[config.mk]
export PLATFORM = sky130hd
export DESIGN_NAME = maxnet_ctrl_flat
export DESIGN_NICKNAME = d
export VERILOG_FILES = /design/src/rtl/maxnet_ctrl_pkg.sv /design/src/rtl/maxnet_ctrl_if.sv /design/src/rtl/maxnet_wdog.sv /design/src/rtl/maxnet_ctrl.sv /design/src/flat_wrapper.sv
export SDC_FILE = /design/constraint.sdc
export NUM_CORES = 1
export LEC_CHECK = 0
export BUFFER_PORTS_ARGS = -buffer_cell sky130_fd_sc_hd__buf_2
export CORE_AREA = 4 4 58 113
export CTS_BUF_LIST = sky130_fd_sc_hd__clkbuf_4
export DETAILED_ROUTE_END_ITERATION = 8
export DIE_AREA = 0 0 62 117
export PLACE_DENSITY = 0.53
export REMOVE_ABC_BUFFERS = 1
export SLEW_MARGIN = 5
export SYNTH_ARGS = -nofsm -noshare
export SYNTH_HDL_FRONTEND = slang
export SYNTH_SLANG_ARGS = --single-unit
[constraint.sdc]
create_clock -name clk -period 6.1 [get_ports clk]
set_clock_uncertainty 0.2 [all_clocks]
set_input_delay 0.305 -clock clk [delete_from_list [all_inputs] [get_ports clk]]
set_output_delay 0.305 -clock clk [all_outputs]
set_load 0.01 [all_outputs]
[src/rtl/maxnet_ctrl_pkg.sv]
// MaxNet controller shared types.
// State encoding and datapath float constants.
package maxnet_ctrl_pkg;

  typedef enum logic [2:0] {
    IDLE,
    LOAD,
    CLR,
    START,
    WAIT,
    CHECK,
    UPDATE,
    FIN
  } state_e;

  localparam logic [31:0] ONE = 32'h3F80_0000;
  localparam int CNT_W = 16;
  localparam int ITER_W = 8;

endpackage

[src/rtl/maxnet_ctrl_if.sv]
// MaxNet controller handshake bundle.
// master = controller, slave = datapath/requester.
interface maxnet_ctrl_if;

  logic       go;
  logic       plu_done;
  logic       finish;
  logic       rst_plu;
  logic       eps_reg_we;
  logic       we_prim;
  logic       we_a_reg;
  logic       mux_sel;
  logic       start;
  logic       busy;
  logic       done;
  logic       timeout;
  logic [7:0] iter_cnt;

  modport master (
    input  go, plu_done, finish,
    output rst_plu, eps_reg_we, we_prim,
    output we_a_reg, mux_sel, start,
    output busy, done, timeout, iter_cnt
  );

  modport slave (
    output go, plu_done, finish,
    input  rst_plu, eps_reg_we, we_prim,
    input  we_a_reg, mux_sel, start,
    input  busy, done, timeout, iter_cnt
  );

endinterface

[src/rtl/maxnet_wdog.sv]
// Loadable up-counter with terminal-count flag.
// Shared by the PLU watchdog and the check-latency wait.
module maxnet_wdog #(
  parameter int W = 16
) (
  input  logic         clk,
  input  logic         rst,
  input  logic         load,
  input  logic [W-1:0] ld_val,
  input  logic         inc,
  input  logic [W-1:0] tc_val,
  output logic         tc
);

  logic [W-1:0] cnt;

  always_ff @(posedge clk or negedge rst) begin
    if (!rst) begin
      cnt <= '0;
    end else if (load) begin
      cnt <= ld_val;
    end else if (inc) begin
      cnt <= cnt + 1'b1;
    end
  end

  assign tc = (cnt == tc_val);

endmodule

[src/rtl/maxnet_ctrl.sv]
// MaxNet sequencing FSM: load, run PLUs,
// feed results back until finish or a watchdog.
module maxnet_ctrl
  import maxnet_ctrl_pkg::*;
#(
  parameter int MAX_ITER = 64,
  parameter int PLU_TMO  = 1024,
  parameter int CHK_LAT  = 1
) (
  input logic          clk,
  input logic          rst,
  maxnet_ctrl_if.master bus
);

  localparam logic [ITER_W-1:0] IT_MAX =
    ITER_W'(MAX_ITER);
  localparam logic [ITER_W-1:0] IT_LAST =
    ITER_W'(MAX_ITER - 1);
  localparam logic [CNT_W-1:0] TMO_LAST =
    CNT_W'(PLU_TMO - 1);
  localparam logic [CNT_W-1:0] CHK_LAST =
    CNT_W'(CHK_LAT - 1);

  state_e              state, nxt;
  logic [ITER_W-1:0]   iter_q, iter_d;
  logic                to_q, to_d;
  logic                wd_load, wd_inc, wd_tc;
  logic [CNT_W-1:0]    wd_tc_val;

  maxnet_wdog #(.W(CNT_W)) u_wdog (
    .clk    (clk),
    .rst    (rst),
    .load   (wd_load),
    .ld_val ('0),
    .inc    (wd_inc),
    .tc_val (wd_tc_val),
    .tc     (wd_tc)
  );

  always_ff @(posedge clk or negedge rst) begin
    if (!rst) begin
      state  <= IDLE;
      iter_q <= '0;
      to_q   <= 1'b0;
    end else begin
      state  <= nxt;
      iter_q <= iter_d;
      to_q   <= to_d;
    end
  end

  always_comb begin
    nxt       = state;
    iter_d    = iter_q;
    to_d      = to_q;
    wd_load   = 1'b0;
    wd_inc    = 1'b0;
    wd_tc_val = TMO_LAST;
    unique case (state)
      IDLE: begin
        if (bus.go) begin
          nxt    = LOAD;
          iter_d = '0;
          to_d   = 1'b0;
        end
      end
      LOAD: nxt = CLR;
      CLR:  nxt = START;
      START: begin
        nxt     = WAIT;
        wd_load = 1'b1;
      end
      WAIT: begin
        wd_inc = 1'b1;
        if (bus.plu_done) begin
          nxt     = CHECK;
          wd_load = 1'b1;
        end else if (wd_tc) begin
          nxt  = FIN;
          to_d = 1'b1;
        end
      end
      CHECK: begin
        // same counter re-used as the latency wait
        wd_tc_val = CHK_LAST;
        wd_inc    = 1'b1;
        if (wd_tc) begin
          if (bus.finish) begin
            nxt  = FIN;
            to_d = 1'b0;
          end else if (iter_q == IT_LAST) begin
            nxt    = FIN;
            to_d   = 1'b1;
            iter_d = IT_MAX;
          end else begin
            nxt = UPDATE;
          end
        end
      end
      UPDATE: begin
        nxt = CLR;
        if (iter_q < IT_MAX) begin
          iter_d = iter_q + 1'b1;
        end
      end
      FIN:     nxt = IDLE;
      default: nxt = IDLE;
    endcase
  end

  assign bus.rst_plu    = (state == IDLE) ||
                          (state == CLR);
  assign bus.eps_reg_we = (state == LOAD);
  assign bus.we_prim    = (state == LOAD);
  assign bus.we_a_reg   = (state == LOAD) ||
                          (state == UPDATE);
  assign bus.mux_sel    = (state == LOAD);
  assign bus.start      = (state == START);
  assign bus.busy       = (state != IDLE) &&
                          (state != FIN);
  assign bus.done       = (state == FIN);
  assign bus.timeout    = to_q;
  assign bus.iter_cnt   = iter_q;

endmodule

[src/flat_wrapper.sv]
// flat-port wrapper written by rule: the top's interface ports become plain ports
module maxnet_ctrl_flat import maxnet_ctrl_pkg::*;
#(
  parameter int MAX_ITER = 64,
  parameter int PLU_TMO  = 1024,
  parameter int CHK_LAT  = 1
)
  (clk, rst, bus_go, bus_plu_done, bus_finish, bus_rst_plu, bus_eps_reg_we, bus_we_prim, bus_we_a_reg, bus_mux_sel, bus_start, bus_busy, bus_done, bus_timeout, bus_iter_cnt);
  maxnet_ctrl_if bus_i ();
  input logic clk;
  input logic rst;
  input wire logic [$bits(bus_i.go)-1:0] bus_go;
  input wire logic [$bits(bus_i.plu_done)-1:0] bus_plu_done;
  input wire logic [$bits(bus_i.finish)-1:0] bus_finish;
  output wire logic [$bits(bus_i.rst_plu)-1:0] bus_rst_plu;
  output wire logic [$bits(bus_i.eps_reg_we)-1:0] bus_eps_reg_we;
  output wire logic [$bits(bus_i.we_prim)-1:0] bus_we_prim;
  output wire logic [$bits(bus_i.we_a_reg)-1:0] bus_we_a_reg;
  output wire logic [$bits(bus_i.mux_sel)-1:0] bus_mux_sel;
  output wire logic [$bits(bus_i.start)-1:0] bus_start;
  output wire logic [$bits(bus_i.busy)-1:0] bus_busy;
  output wire logic [$bits(bus_i.done)-1:0] bus_done;
  output wire logic [$bits(bus_i.timeout)-1:0] bus_timeout;
  output wire logic [$bits(bus_i.iter_cnt)-1:0] bus_iter_cnt;
  assign bus_i.go = bus_go;
  assign bus_i.plu_done = bus_plu_done;
  assign bus_i.finish = bus_finish;
  assign bus_rst_plu = bus_i.rst_plu;
  assign bus_eps_reg_we = bus_i.eps_reg_we;
  assign bus_we_prim = bus_i.we_prim;
  assign bus_we_a_reg = bus_i.we_a_reg;
  assign bus_mux_sel = bus_i.mux_sel;
  assign bus_start = bus_i.start;
  assign bus_busy = bus_i.busy;
  assign bus_done = bus_i.done;
  assign bus_timeout = bus_i.timeout;
  assign bus_iter_cnt = bus_i.iter_cnt;
  maxnet_ctrl #(.MAX_ITER(MAX_ITER), .PLU_TMO(PLU_TMO), .CHK_LAT(CHK_LAT)) u_core (.clk(clk), .rst(rst), .bus(bus_i));
endmodule
# Word level (Yosys, flattened, before mapping)
# Index checks and enable logic that the tools add are counted.
dict set report word_totals {
  in_bits 5
  word_cells 65
  reg_bits 28
  out_inout_bits 17
}
dict set report op_classes {
  reduce_logical 13
  magnitude_cmp 1
  mux 26
  addsub 2
  n_eq_ne 19
}
# op n
set op_table {}
lappend op_table {{$mux 8} 5}
lappend op_table {{$mux 16} 2}
lappend op_table {{$pmux 8 s3} 1}
lappend op_table {{$pmux 3 s7} 1}
lappend op_table {{$add 16x1->16 const B} 1}
lappend op_table {{$eq 16x16->1} 1}
lappend op_table {{$mux 3} 5}
lappend op_table {{$eq 3x3->1 const B} 4}
lappend op_table {{$reduce_and 6->1} 2}
lappend op_table {{$mux 10} 1}
lappend op_table {{$ne 2x2->1 const B} 5}
lappend op_table {{$mux 1} 9}
lappend op_table {{$reduce_bool 3->1} 3}
lappend op_table {{$add 8x1->8 const B} 1}
lappend op_table {{$eq 8x6->1 const B} 1}
lappend op_table {{$lt 8x7->1 const B} 1}
lappend op_table {{$eq 3x2->1 const B} 2}
lappend op_table {{$ne 3x3->1 const B} 2}
lappend op_table {{$ne 2x1->1 const B} 2}
lappend op_table {{$reduce_or 2->1} 2}
lappend op_table {{$eq 3x1->1 const B} 1}
lappend op_table {{$logic_not 3->1} 1}
lappend op_table {{$ne 3x2->1 const B} 1}
lappend op_table {{$pmux 1 s3} 1}
lappend op_table {{other kinds (5)} 6}

# Longest topological paths before layout
# Gate-level depths: netlist (run 1).
dict set report logic_depth {
  ltp_word 6
  mapped_depth 7
  mapped_depth_nobuf 6
}

# Cells and area by module
# Synthesis (run 1) repeated with hierarchy kept, for this count alone.
dict set report hier_totals {
  cells_unflattened 210
  hier_area_um2 1865.5
}
# mod seq_area_each_um2 area_per_inst_um2 n_inst cells_each
set by_module_without_submodules {}
lappend by_module_without_submodules {maxnet_wdog 400.4 1078.5 1 121}
lappend by_module_without_submodules {maxnet_ctrl 300.3 787.0 1 89}

# Worst setup path before layout (run 1)
# No wires, ideal clock.
dict set report synth_timing {
  path_kind {register to register}
  startpoint {reg u_core.state[0]}
  endpoint {reg u_core.iter_q[0] (netlist: u_core.bus.iter_cnt[0])}
  slack_ns 4.163
  n_path_buf 1
  stages_incl_launch_ff 7
  arrival_time_ns 1.619
  synth_period_minus_slack_ns 1.937
  cell_sequence {dfrtp_1 buf_2 nor2_1 nand3_1 a22oi_2 nand2_1 a21o_1}
}
dict set report synth_between {
  elab_chain_len 5
  elab_cells_between_ends 13
}
# element line
set synth_rtl {}
lappend synth_rtl {{start: declaration} maxnet_ctrl.sv:24} ;# state_e state, nxt;
lappend synth_rtl {{start signal: assignment} maxnet_ctrl.sv:46} ;# state <= nxt;
lappend synth_rtl {{$eq 3x3->1} maxnet_ctrl.sv:59} ;# unique case (state)
lappend synth_rtl {{$mux 10} maxnet_ctrl.sv:59}
lappend synth_rtl {{$eq 16x16->1} maxnet_wdog.sv:27} ;# assign tc = (cnt == tc_val);
lappend synth_rtl {{$ne 2x2->1 (no line)} --}
lappend synth_rtl {{$reduce_and 6->1 (no line)} --}
lappend synth_rtl {{end signal: assignment} maxnet_ctrl.sv:47} ;# iter_q <= iter_d;
lappend synth_rtl {{end: declaration} maxnet_ctrl.sv:25} ;# logic [ITER_W-1:0] iter_q, iter_d;
# Parallel ways exist; a longest one is shown, timed or not.
# A chain may end at the register's enable or synchronous reset.

# Worst setup path after layout (run 1)
dict set report layout_timing {
  startpoint {reg u_core.state[1]}
  endpoint {reg u_core.to_q (netlist: u_core.bus.timeout)}
}
dict set report layout_between {
  elab_chain_len 5
  elab_cells_between_ends 13
}
# element line
set layout_rtl {}
lappend layout_rtl {{$eq 3x3->1} maxnet_ctrl.sv:59}
lappend layout_rtl {{$mux 10} maxnet_ctrl.sv:59}
lappend layout_rtl {{$eq 16x16->1} maxnet_wdog.sv:27}
lappend layout_rtl {{$ne 2x2->1 (no line)} --}
lappend layout_rtl {{$reduce_and 6->1 (no line)} --}
lappend layout_rtl {{end signal: assignment} maxnet_ctrl.sv:48} ;# to_q <= to_d;
lappend layout_rtl {{end: declaration} maxnet_ctrl.sv:26} ;# logic to_q, to_d;
# Parallel ways exist; a longest one is shown, timed or not.

==> results of run 1 <==
## layer usage
layer	wire [um]	share of wire	up-vias	GRT usage
met1	1490	0.38	699	0.132
li1	-	-	713	-
met5	0	0	-	0
met3	94	0.024	5	0.0165
met4	72	0.018	0	0.0467
met2	2270	0.58	18	0.231
## sequential cells by signal, indices dropped and copies added, names as in the netlist
signal and count:
u_core.state 3, u_core.u_wdog.cnt 16, u_core.bus.iter_cnt 8, u_core.bus.timeout 1
## report_power, final
group	internal, mW	switching [mW]	leakage [nW]	total (mW)
registers	0.213	0.0709	0.381	0.284
clock network	0.0665	0.0582	0.0279	0.125
logic	0.118	0.172	0.487	0.290
## worst max-delay path, stage by stage, from the launching register on
cell and delay (ns):
dfrtp_1 0.72, and3b_4 0.31, or4_4 0.55, a21oi_4 0.20, a21oi_1 0.08, nand2b_1 0.15
## per-stage QoR
stage	instances	setup WS, ns
floorplan	181	3.98
global placement	264	3.84
detailed placement	264	3.78
CTS	269	3.78
global route	269	3.66
finish	269	3.81
## Yosys cell counts, types with 3 or more instances
cell | number | area, sq um
nor2_1 | 24 | 90.1
nand2_1 | 16 | 60.1
nor3b_1 | 4 | 30.0
o21ai_0 | 5 | 25.0
nand4_1 | 5 | 31.3
nor4_1 | 3 | 18.8
nor2b_1 | 3 | 18.8
o31ai_1 | 3 | 22.5
buf_2 | 3 | 15.0
nand2b_1 | 4 | 25.0
xor2_1 | 7 | 61.3
and3_1 | 4 | 25.0
inv_1 | 4 | 15.0
dfrtp_1 | 28 | 701
a21oi_1 | 14 | 70.1
a21o_1 | 6 | 45.0
nand3_1 | 13 | 65.1
xnor2_1 | 5 | 43.8
nor3_1 | 5 | 25.0
## layout by cell type, fill, tap and decap left out, types with 2 or more instances in the layout
cell type  instances
dfrtp_1           28
nor2_1            24
buf_2             21
nand2_1           16
a21oi_1           14
nand3_1           13
xor2_1             7
a21o_1             6
o21ai_0            5
nand4_1            5
nor3_1             5
xnor2_1            5
and3_1             4
nand2b_1           4
inv_1              4
nor3b_1            4
nor4_1             3
nor2b_1            3
o31ai_1            3
clkbuf_4           3
a311oi_1           2
a211oi_1           2
and4_1             2
ha_1               2
## logic make-up (layout without fill, tap and decap cells)
kind of cell | after synthesis | after routing | share of synthesized area
AOI/OAI and AO/OA | 42 | 42 | 0.174
and+or+nand+nor | 91 | 91 | 0.287
adders and majority gates | 2 | 2 | 0.0148
buffers and inverters | 13 | 32 | 0.0401
muxes | 1 | 1 | 0.00594
xor gates and xnor gates | 12 | 12 | 0.0624
DFF | 28 | 28 | 0.416
## path summary, 6_finish.rpt
check	endpoint
max	u_core.bus.timeout$_DFFE_PN0P_
min	u_core.bus.timeout$_DFFE_PN0P_
max reg2reg	u_core.bus.timeout$_DFFE_PN0P_
min reg2reg	u_core.bus.iter_cnt[4]$_DFFE_PN0P_
max in group asynchronous	u_core.state[1]$_DFFE_PN0P_
min in group asynchronous	u_core.bus.iter_cnt[3]$_DFFE_PN0P_
## area by class of cell
type                       count  area, sq um
fill                         579         3820
multi-input combinational    148          917
sequential                    28          701
timing repair buffer          23          123
tap                           61         76.3
clock inverter                 1         30.0
clock buffer                   3         22.5
inverter                       5         18.8
==> metrics, run 1 <==
Max VDD drop=0.201 mV; clk slew on worst S/H paths=0.16 ns; syn_area_per_cell=8.92 sq um; Crit. Startpoint=u_core.state[1]$_DFFE_PN0P_; PwrDens=370 nW/um^2; Setup crit end kind=flip-flop; routability cong.=0.741; Seq/Total Area, Yosys=0.416; via count=1435; CTS sink cnt=28; die height=117 um; Worst Min Path Start=bus_finish; HPWL after DPL=2970 um; vias in the first global route=1404; initial antenna violation count=0; f_max=436 MHz; slew of the pin with the lowest slew margin=0.663 ns; CTS tree=built; Port-buffer cells=21; # setup viols final=0; Leak Pwr=0.896 nW; Initial Utilization=0.295; Final Hold Fails=0; FP Rows=39; Worst Reg-to-Reg Cells=5; Setup Crit Path Kind=flip-flop to flip-flop; initial drt markers=62; routed wire length=3920 um; final total power=699 uW; CTS buffer count=3; dpl cell area=1830 sq um; status=finished, final reports clean; Data arrival, critical path=2.34 ns; synthesized area=1690 sq um; post-route DRC violation count=0; Slew HR=0.558; synth unique cells=46; final net count=216; root buf cell=clkbuf_4; share of cells above drive strength 1=0.168; Tcrit/Tclk final=0.376; htree depth=1; area grow syn2layout=12.0%; r2r startpoint=u_core.state[1]$_DFFE_PN0P_; CP startpoint kind=flip-flop; CTS Hold Buffers Added=1; clock period minus worst slack=2.29 ns; Hold/Removal Path Class=primary input to flip-flop; prevailing post-synth register cell=dfrtp_1; clk buf depth=2; Hold Path Stages=4; Post-Route Utilization=0.331; FF+latch count, synth=28; Die Footprint=7250 sq um; Worst-Skew Late Latency=0.34 ns; largest net degree at the start of global routing=29; EDFF count, synth=0; crit-path max FO=18; all-layer global routing usage=0.124; Core Area=5710 sq um; Resized cells post-CTS=0; post-route ant nets=0; fraction of registers with async set/reset=1.00; Worst R2R Setup Slack=3.81 ns; Slew Limit Fails=0; Hold Slack=0.0866 ns; die width=62 um; first-pass GRT wire length=6730 um; I/O Pins=22; Sum Neg Setup Slack=0 ns; Overflow after GRT=0; cell area after layout=1890 sq um; first-pass iteration count of the detailed router=4; ant diodes=0; Post CTS Setup Buffer Count=0; yosys warns=0; Vias/cell=5.33; WP data required=6.15 ns; Cells after Synth=189; routed len/inst=14.6 um; Max Cap Viol=0; RSZ-0062 raised after global routing=no
No activity file was read; power rests on OpenSTA's default activity.
==> inputs of run 2 (changes only) <==
- ABC_AREA: default -> 1
- CORE_AREA: 4 4 58 113 -> 4 4 61 118
- DIE_AREA: 0 0 62 117 -> 0 0 65 122
- PLACE_DENSITY: 0.53 -> 0.54
- clock period: 6.1 -> 1.9 ns (I/O delays scaled with it)
==> run 2 against run 1 <==
Worst setup slack got worse by 3.8 ns. Largest power group unchanged. Power rose to 4.2 times the previous value. Combinational power rose to 5.7 times the previous value. Synthesized area rose by 8.9%. Count of clock-buffer cells in the layout did not move. Maximum frequency rose by 24%. Core utilization rose by 6.2 points. Final cell count rose by 47%. Die area rose by 9.3%. Clock power rose to 3.3 times the previous value. Critical path depth rose by 3. Sequential share of layout area fell by 8.7 points.
==> metrics, run 2 <==
status=finished, final reports clean (unchanged); most flop-heavy register=u_core.u_wdog.cnt (unchanged); Worst-Skew Late Latency=0.35 ns (was 0.34 ns); Max VDD drop=0.266 mV (was 0.201 mV); slew of the pin with the lowest slew margin=0.674 ns (was 0.663 ns); Overflow after GRT=0 (unchanged); # setup viols final=0 (unchanged); DR WL met2=3160 um (was 2270 um); dpl cells=383 (was 264); Post-Route Utilization=0.393 (was 0.331); Sum Neg Setup Slack=0 ns (unchanged); Post-synth top cells=55 x nand2_1, 34 x nor2_1, 28 x dfrtp_1 (was 28 x dfrtp_1, 24 x nor2_1, 16 x nand2_1); htree depth=1 (unchanged); area grow syn2layout=35.1% (was 12.0%); Port-buffer cells=21 (unchanged); syn_area_per_cell=7.25 sq um (was 8.92 sq um); Final Hold Fails=0 (unchanged); Fillers=673 (was 579); Data arrival, critical path=1.92 ns (was 2.34 ns); EDFF count, synth=0 (unchanged); die height=122 um (was 117 um); post-route DRC violation count=0 (unchanged); Tcrit/Tclk final=0.976 (was 0.376); max reg flops=16 (unchanged); first-pass GRT wire length=8510 um (was 6730 um); I/O Pins=22 (unchanged); clock period minus worst slack=1.85 ns (was 2.29 ns); first-pass iteration count of the detailed router=4 (unchanged); Leak Pwr=1.15 nW (was 0.896 nW); share of cells above drive strength 1=0.356 (was 0.168); CTS tree=built (unchanged); top cells by area, synth=dfrtp_1 38%, nand2_1 11%, nor2_1 7.0% (was dfrtp_1 42%, nor2_1 5.3%, a21oi_1 4.2%); die width=65 um (was 62 um); largest family of logic cells by synthesized area=simple AND/OR/NAND/NOR gates (unchanged); Vias/cell=4.73 (was 5.33); initial drt markers=83 (was 62); post-route ant nets=0 (unchanged); WP data required=1.97 ns (was 6.15 ns); all-layer global routing usage=0.138 (was 0.124); routed len/inst=13.3 um (was 14.6 um); top sig layer=met4 (unchanged); synth unique cells=35 (was 46); initial antenna violation count=1 (was 0); synthesized area=1840 sq um (was 1690 sq um); leading area contributor after synthesis=dfrtp_1 (unchanged); PwrDens=1170 nW/um^2 (was 370 nW/um^2); Seq/Total Area, Yosys=0.382 (was 0.416); dpl cell area=2220 sq um (was 1830 sq um); routed wire length=5250 um (was 3920 um); HPWL after DPL=3910 um (was 2970 um); Setup Crit Path Kind=flip-flop to flip-flop (unchanged); Adder-Cell Fraction of Synth Area=0.0136 (was 0.0148); fraction of registers with async set/reset=1.00 (unchanged); routability cong.=0.816 (was 0.741); CTS sink cnt=28 (unchanged); Cells after Synth=253 (was 189); cell area after layout=2480 sq um (was 1890 sq um); clk slew on worst S/H paths=0.17 ns (was 0.16 ns); top-count cell post-synth=nand2_1 (was dfrtp_1); Slew Limit Fails=0 (unchanged); Synth Area in Compound Gates=0.148 (was 0.174); prevailing post-synth register cell=dfrtp_1 (unchanged); Post-Synth XOR/XNOR Area=0.0143 (was 0.0624); yosys warns=0 (unchanged); via count=1872 (was 1435); CP startpoint kind=flip-flop (unchanged); FP Rows=41 (was 39); most common cell after layout, fill and taps aside=nand2_1 (was dfrtp_1); Initial Utilization=0.291 (was 0.295); Hold/Removal Path Class=primary input to asynchronous set/reset pin (was primary input to flip-flop); crit-path max FO=8 (was 18); FF+latch count, synth=28 (unchanged); most frequent cells in the layout=46 x nand2_1, 31 x buf_4, 28 x nor2_1, 25 x inv_1, 25 x dfrtp_1 (was 28 x dfrtp_1, 24 x nor2_1, 21 x buf_2, 16 x nand2_1, 14 x a21oi_1); f_max=539 MHz (was 436 MHz); Finished Layout Cells=396 (was 269); post-synthesis simple-gate area fraction=0.357 (was 0.287); area fraction of the dominant cell type after synthesis=0.382 (was 0.416); routed wl met3=103 um (was 94 um); Setup crit end kind=flip-flop (unchanged); Die Footprint=7930 sq um (was 7250 sq um); mux contribution to synthesized area=0 (was 0.00594); Metal-1 WL=1870 um (was 1490 um); largest net degree at the start of global routing=29 (unchanged); Max Cap Viol=0 (unchanged); Slew HR=0.551 (was 0.558); root buf cell=clkbuf_4 (unchanged); Core Area=6310 sq um (was 5710 sq um); clk buf depth=2 (unchanged); RSZ-0062 raised after global routing=yes (was no); vias in the first global route=1868 (was 1404); CTS buffer count=3 (unchanged); final total power=2.90 mW (was 699 uW); final net count=317 (was 216)
-- run 2: cell count changes after synthesis, moves of 5 or more --
cell	previous run	this run
xnor2_1	5	0
o21ai_2	0	7
nor3_1	5	13
nor2_1	24	34
o21ai_0	5	17
nand2_1	16	55
a21oi_1	14	8
a21o_1	6	0
inv_1	4	26
-- run 2: logic make-up (layout without fill, tap and decap cells) --
group / Yosys count / after routing
fa+ha+maj: 2 / 2
buf+inv: 37 / 91
compound gates: 42 / 42
other cells: 0 / 1
xor+xnor: 3 / 3
simple gates: 141 / 143
flops: 28 / 28
-- run 2: cell type report --
type	count	area, sq um	share of cell area
repair buffers	55	368	0.148
flip-flops and latches	28	704	0.284
inverters	32	120	0.0484
clock inverters	1	30.0	0.0121
well taps	86	108	0.0434
diodes	1	2.50	0.00101
clock buffers	3	22.5	0.00908
multi-input cells	190	1120	0.454
-- run 2: what timing repair did --
action                                  4_1_cts  5_1_grt
buffers inserted                              0        3
pin swaps                                     0       11
cloned                                        0        2
gates resized for setup                       2       35
hold buffers                                  3        0
endpoints found under the setup margin        8       22
endpoints found under the hold margin        32        0
-- run 2: final timing paths --
check | startpoint | to | slack (ns) | depth (start not counted)
min | rst | u_core.bus.iter_cnt[2]$_DFFE_PN0P_ | 0.09 | 2
max in group asynchronous | rst | u_core.state[1]$_DFFE_PN0P_ | 0.92 | 2
max reg2reg | u_core.bus.iter_cnt[1]$_DFFE_PN0P_ | u_core.bus.iter_cnt[4]$_DFFE_PN0P_ | 0.05 | 8
max | u_core.bus.iter_cnt[1]$_DFFE_PN0P_ | u_core.bus.iter_cnt[4]$_DFFE_PN0P_ | 0.05 | 8
min reg2reg | u_core.bus.timeout$_DFFE_PN0P_ | u_core.bus.timeout$_DFFE_PN0P_ | 0.30 | 2
min in group clk | bus_go | u_core.bus.timeout$_DFFE_PN0P_ | 0.10 | 5
-- run 2: stage by stage --
stage | setup slack, ns | hold WS [ns]
finish | 0.0455 | 0.0874
global placement | 0.0429 | -0.0179
detailed placement | -0.0154 | -0.0263
floorplan | 0.0689 | -0.401
CTS | -0.0147 | 0.0622
global route | -0.0758 | 0.124
-- run 2: critical path, stage by stage (launching register included) --
cell and delay [ns]:
dfrtp_1 0.44, ha_4 0.17, nand3_4 0.10, nor2_4 0.13, nand3b_1 0.15, a21oi_4 0.24
nand3_4 0.17, nand2_1 0.12, o21ai_2 0.05
-- run 2: per-layer routing --
metal	up-vias	track usage
met5	-	0
met4	0	0.0623
met3	7	0.0120
met2	37	0.278
met1	885	0.137
li1	943	-
-- run 2: power by group --
part	switching, mW	internal [mW]	leakage (nW)
combinational	0.955	0.692	0.745
sequential	0.147	0.699	0.377
clock	0.195	0.214	0.0279
==> inputs of run 3 (changes only) <==
==> constraint.sdc (replaced) <==
create_clock -name clk -period 1.9 [get_ports clk]
set_clock_uncertainty 0.2 [all_clocks]
set_input_delay 0.38 -clock clk [delete_from_list [all_inputs] [get_ports clk]]
set_output_delay 0.38 -clock clk [all_outputs]
set_load 0.01 [all_outputs]
==> run 3 against run 2 <==
The run now ends with setup timing left. Via count rose by 0.27%. Worst setup slack got worse by 0.074 ns. Count of clock-buffer cells in the layout did not move. Design area rose by 2.9%. Combinational power rose by 11%. Power rose by 5.8%. Sequential share of layout area fell by 0.79 points. Global-route usage rose by 0.87 points. Critical endpoint is now bus_busy. Largest cell class unchanged.
==> metrics, run 3 (synthesis results as in run 2) <==
Slew Limit Fails=0 (unchanged); slew of the pin with the lowest slew margin=0.671 ns (was 0.674 ns); via count=1877 (was 1872); f_max=519 MHz (was 539 MHz); FP Rows=41 (unchanged); Die Footprint=7930 sq um (unchanged); routability cong.=0.816 (unchanged); largest net degree at the start of global routing=29 (unchanged); Leak Pwr=1.19 nW (was 1.15 nW); WP data required=1.32 ns (was 1.97 ns); post-route DRC violation count=0 (unchanged); routed len/inst=13.2 um (was 13.3 um); CP delay by family, top=flip-flops (was simple AND/OR/NAND/NOR gates); Initial Utilization=0.291 (unchanged); routed wire length=5300 um (was 5250 um); max reg flops=16 (unchanged); vias in the first global route=1948 (was 1868); Worst-Skew Late Latency=0.35 ns (about the same); Tcrit/Tclk final=1.01 (was 0.976); root buf cell=clkbuf_4 (unchanged); # setup viols final=5 (was 0); worst path bufs/invs=2 (was 0); RSZ-0062 raised after global routing=yes (unchanged); htree depth=1 (unchanged); CTS sink cnt=28 (unchanged); share of cells above drive strength 1=0.398 (was 0.356); Port-buffer cells=21 (unchanged); most common cell after layout, fill and taps aside=nand2_1 (unchanged); Data arrival, critical path=1.35 ns (was 1.92 ns); first-pass GRT wire length=9020 um (was 8510 um); Slew HR=0.552 (was 0.551); CTS buffer count=3 (unchanged); Sw Share=0.446 (was 0.447); area grow syn2layout=39.0% (was 35.1%); Hold/Removal Path Class=primary input to flip-flop (was primary input to asynchronous set/reset pin); final net count=322 (was 317); cell area after layout=2550 sq um (was 2480 sq um); clock share of power=0.132 (was 0.141); Flop pwr share=0.273 (was 0.292); status=finished, violations left (was finished, final reports clean); most frequent cells in the layout=41 x nand2_1, 37 x buf_4, 28 x nor2_1, 25 x dfrtp_1, 24 x inv_1 (was 46 x nand2_1, 31 x buf_4, 28 x nor2_1, 25 x inv_1, 25 x dfrtp_1); all-layer global routing usage=0.147 (was 0.138); worst-path cell chain=nand2_2, buf_6, nor2_4, a21oi_2, buf_2 (was ha_4, nand3_4, nor2_4, nand3b_1, a21oi_4, nand3_4, nand2_1, o21ai_2); first-pass iteration count of the detailed router=6 (was 4); Gate power share=0.595 (was 0.568); Setup crit end kind=output pin (was flip-flop); NetSw=1.37 mW (was 1.30 mW); PwrDens=1200 nW/um^2 (was 1170 nW/um^2); Core Area=6310 sq um (unchanged); clk slew on worst S/H paths=0.15 ns (was 0.17 ns); crit-path max FO=5 (was 8); Internal=1.70 mW (was 1.60 mW); die height=122 um (unchanged); worst stage delay on the critical path=0.49 ns (was 0.44 ns); failing checks=setup timing; clk buf depth=2 (unchanged); Final Hold Fails=0 (unchanged); die width=65 um (unchanged); I/O Pins=22 (unchanged); Overflow after GRT=0 (unchanged); post-route ant nets=0 (unchanged); initial drt markers=75 (was 83); Max VDD drop=0.262 mV (was 0.266 mV); clock period minus worst slack=1.93 ns (was 1.85 ns); CTS tree=built (unchanged); HPWL after DPL=3910 um (unchanged); Max Cap Viol=0 (unchanged); Vias/cell=4.68 (was 4.73); final worst slack=-0.0285 ns (was 0.0455 ns); Hold Slack=0.104 ns (was 0.0874 ns); Slowest-stage cell, CP=dfrtp_2 (was dfrtp_1); most flop-heavy register=u_core.u_wdog.cnt (unchanged); initial antenna violation count=1 (unchanged); Setup Crit Path Kind=flip-flop to output pin (was flip-flop to flip-flop); dpl cell area=2220 sq um (unchanged); CP startpoint kind=flip-flop (unchanged)
==> run 3: metal layers <==
metal | up-vias | part of all wire | global-route usage
met1 | 879 | 0.35 | 0.142
met2 | 34 | 0.60 | 0.298
met5 | - | 0 | 0
met3 | 13 | 0.018 | 0.0120
met4 | 0 | 0.029 | 0.0689
li1 | 951 | - | -
==> run 3: through the flow <==
step                setup WS (ns)  TNS (ns)   util  cells  power (mW)
floorplan                  0.0689         0      -    248        1.60
global placement           0.0429         0  0.352    383        2.26
detailed placement        -0.0154   -0.0154  0.352    383        2.28
CTS                       -0.0327   -0.0830  0.377    394        2.87
global route              -0.0984     -1.05  0.404    401        3.31
finish                    -0.0285   -0.0753  0.404    401        3.07
==> run 3: worst paths after layout <==
path / from / end / slack [ns] / depth (start not counted)
setup / recovery: u_core.state[1]$_DFFE_PN0P_ / bus_busy / -0.03 / 5
max in group asynchronous: rst / u_core.state[1]$_DFFE_PN0P_ / 0.63 / 2
hold reg to reg: u_core.bus.timeout$_DFFE_PN0P_ / u_core.bus.timeout$_DFFE_PN0P_ / 0.30 / 2
min in group asynchronous: rst / u_core.bus.iter_cnt[2]$_DFFE_PN0P_ / 0.38 / 2
hold / removal: bus_plu_done / u_core.state[1]$_DFFE_PN0P_ / 0.10 / 4
setup reg to reg: u_core.state[0]$_DFFE_PN0P_ / u_core.bus.iter_cnt[6]$_DFFE_PN0P_ / 0 / 9
==> run 3: power groups by stage <==
stage	clock network, mW	registers (mW)	logic, mW
after global routing	0.451	0.856	2.00
after CTS	0.430	0.827	1.62
after floorplan	0	0.830	0.767
after global placement	0	0.825	1.44
after detailed placement	0	0.829	1.45
final	0.405	0.837	1.83
==> run 3: area by class of cell <==
class                           instances  area, sq um
Fill cell                             674         3760
Sequential cell                        28          704
Inverter                               32          125
Antenna cell                            1         2.50
Tap cell                               86          108
Multi-Input combinational cell        189         1140
Clock buffer                            3         22.5
Timing Repair Buffer                   61          422
Clock inverter                          1         30.0
==> run 3: tightest hold or removal path, delay by kind of cell <==
kind                   cells  cell delay (ns)
AO/OA/AOI/OAI              1             0.08
buffers and inverters      1             0.09
AND/OR/NAND/NOR            2             0.10
==> run 3: timing repair <==
| action | CTS | global route |
|---|---|---|
| cloned | 1 | 0 |
| hold buffers | 1 | 0 |
| setup buffers | 5 | 6 |
| pin swaps | 2 | 9 |
| resized for setup | 16 | 36 |
| setup endpoints to repair | 16 | 26 |
| endpoints found under the hold margin | 28 | 0 |
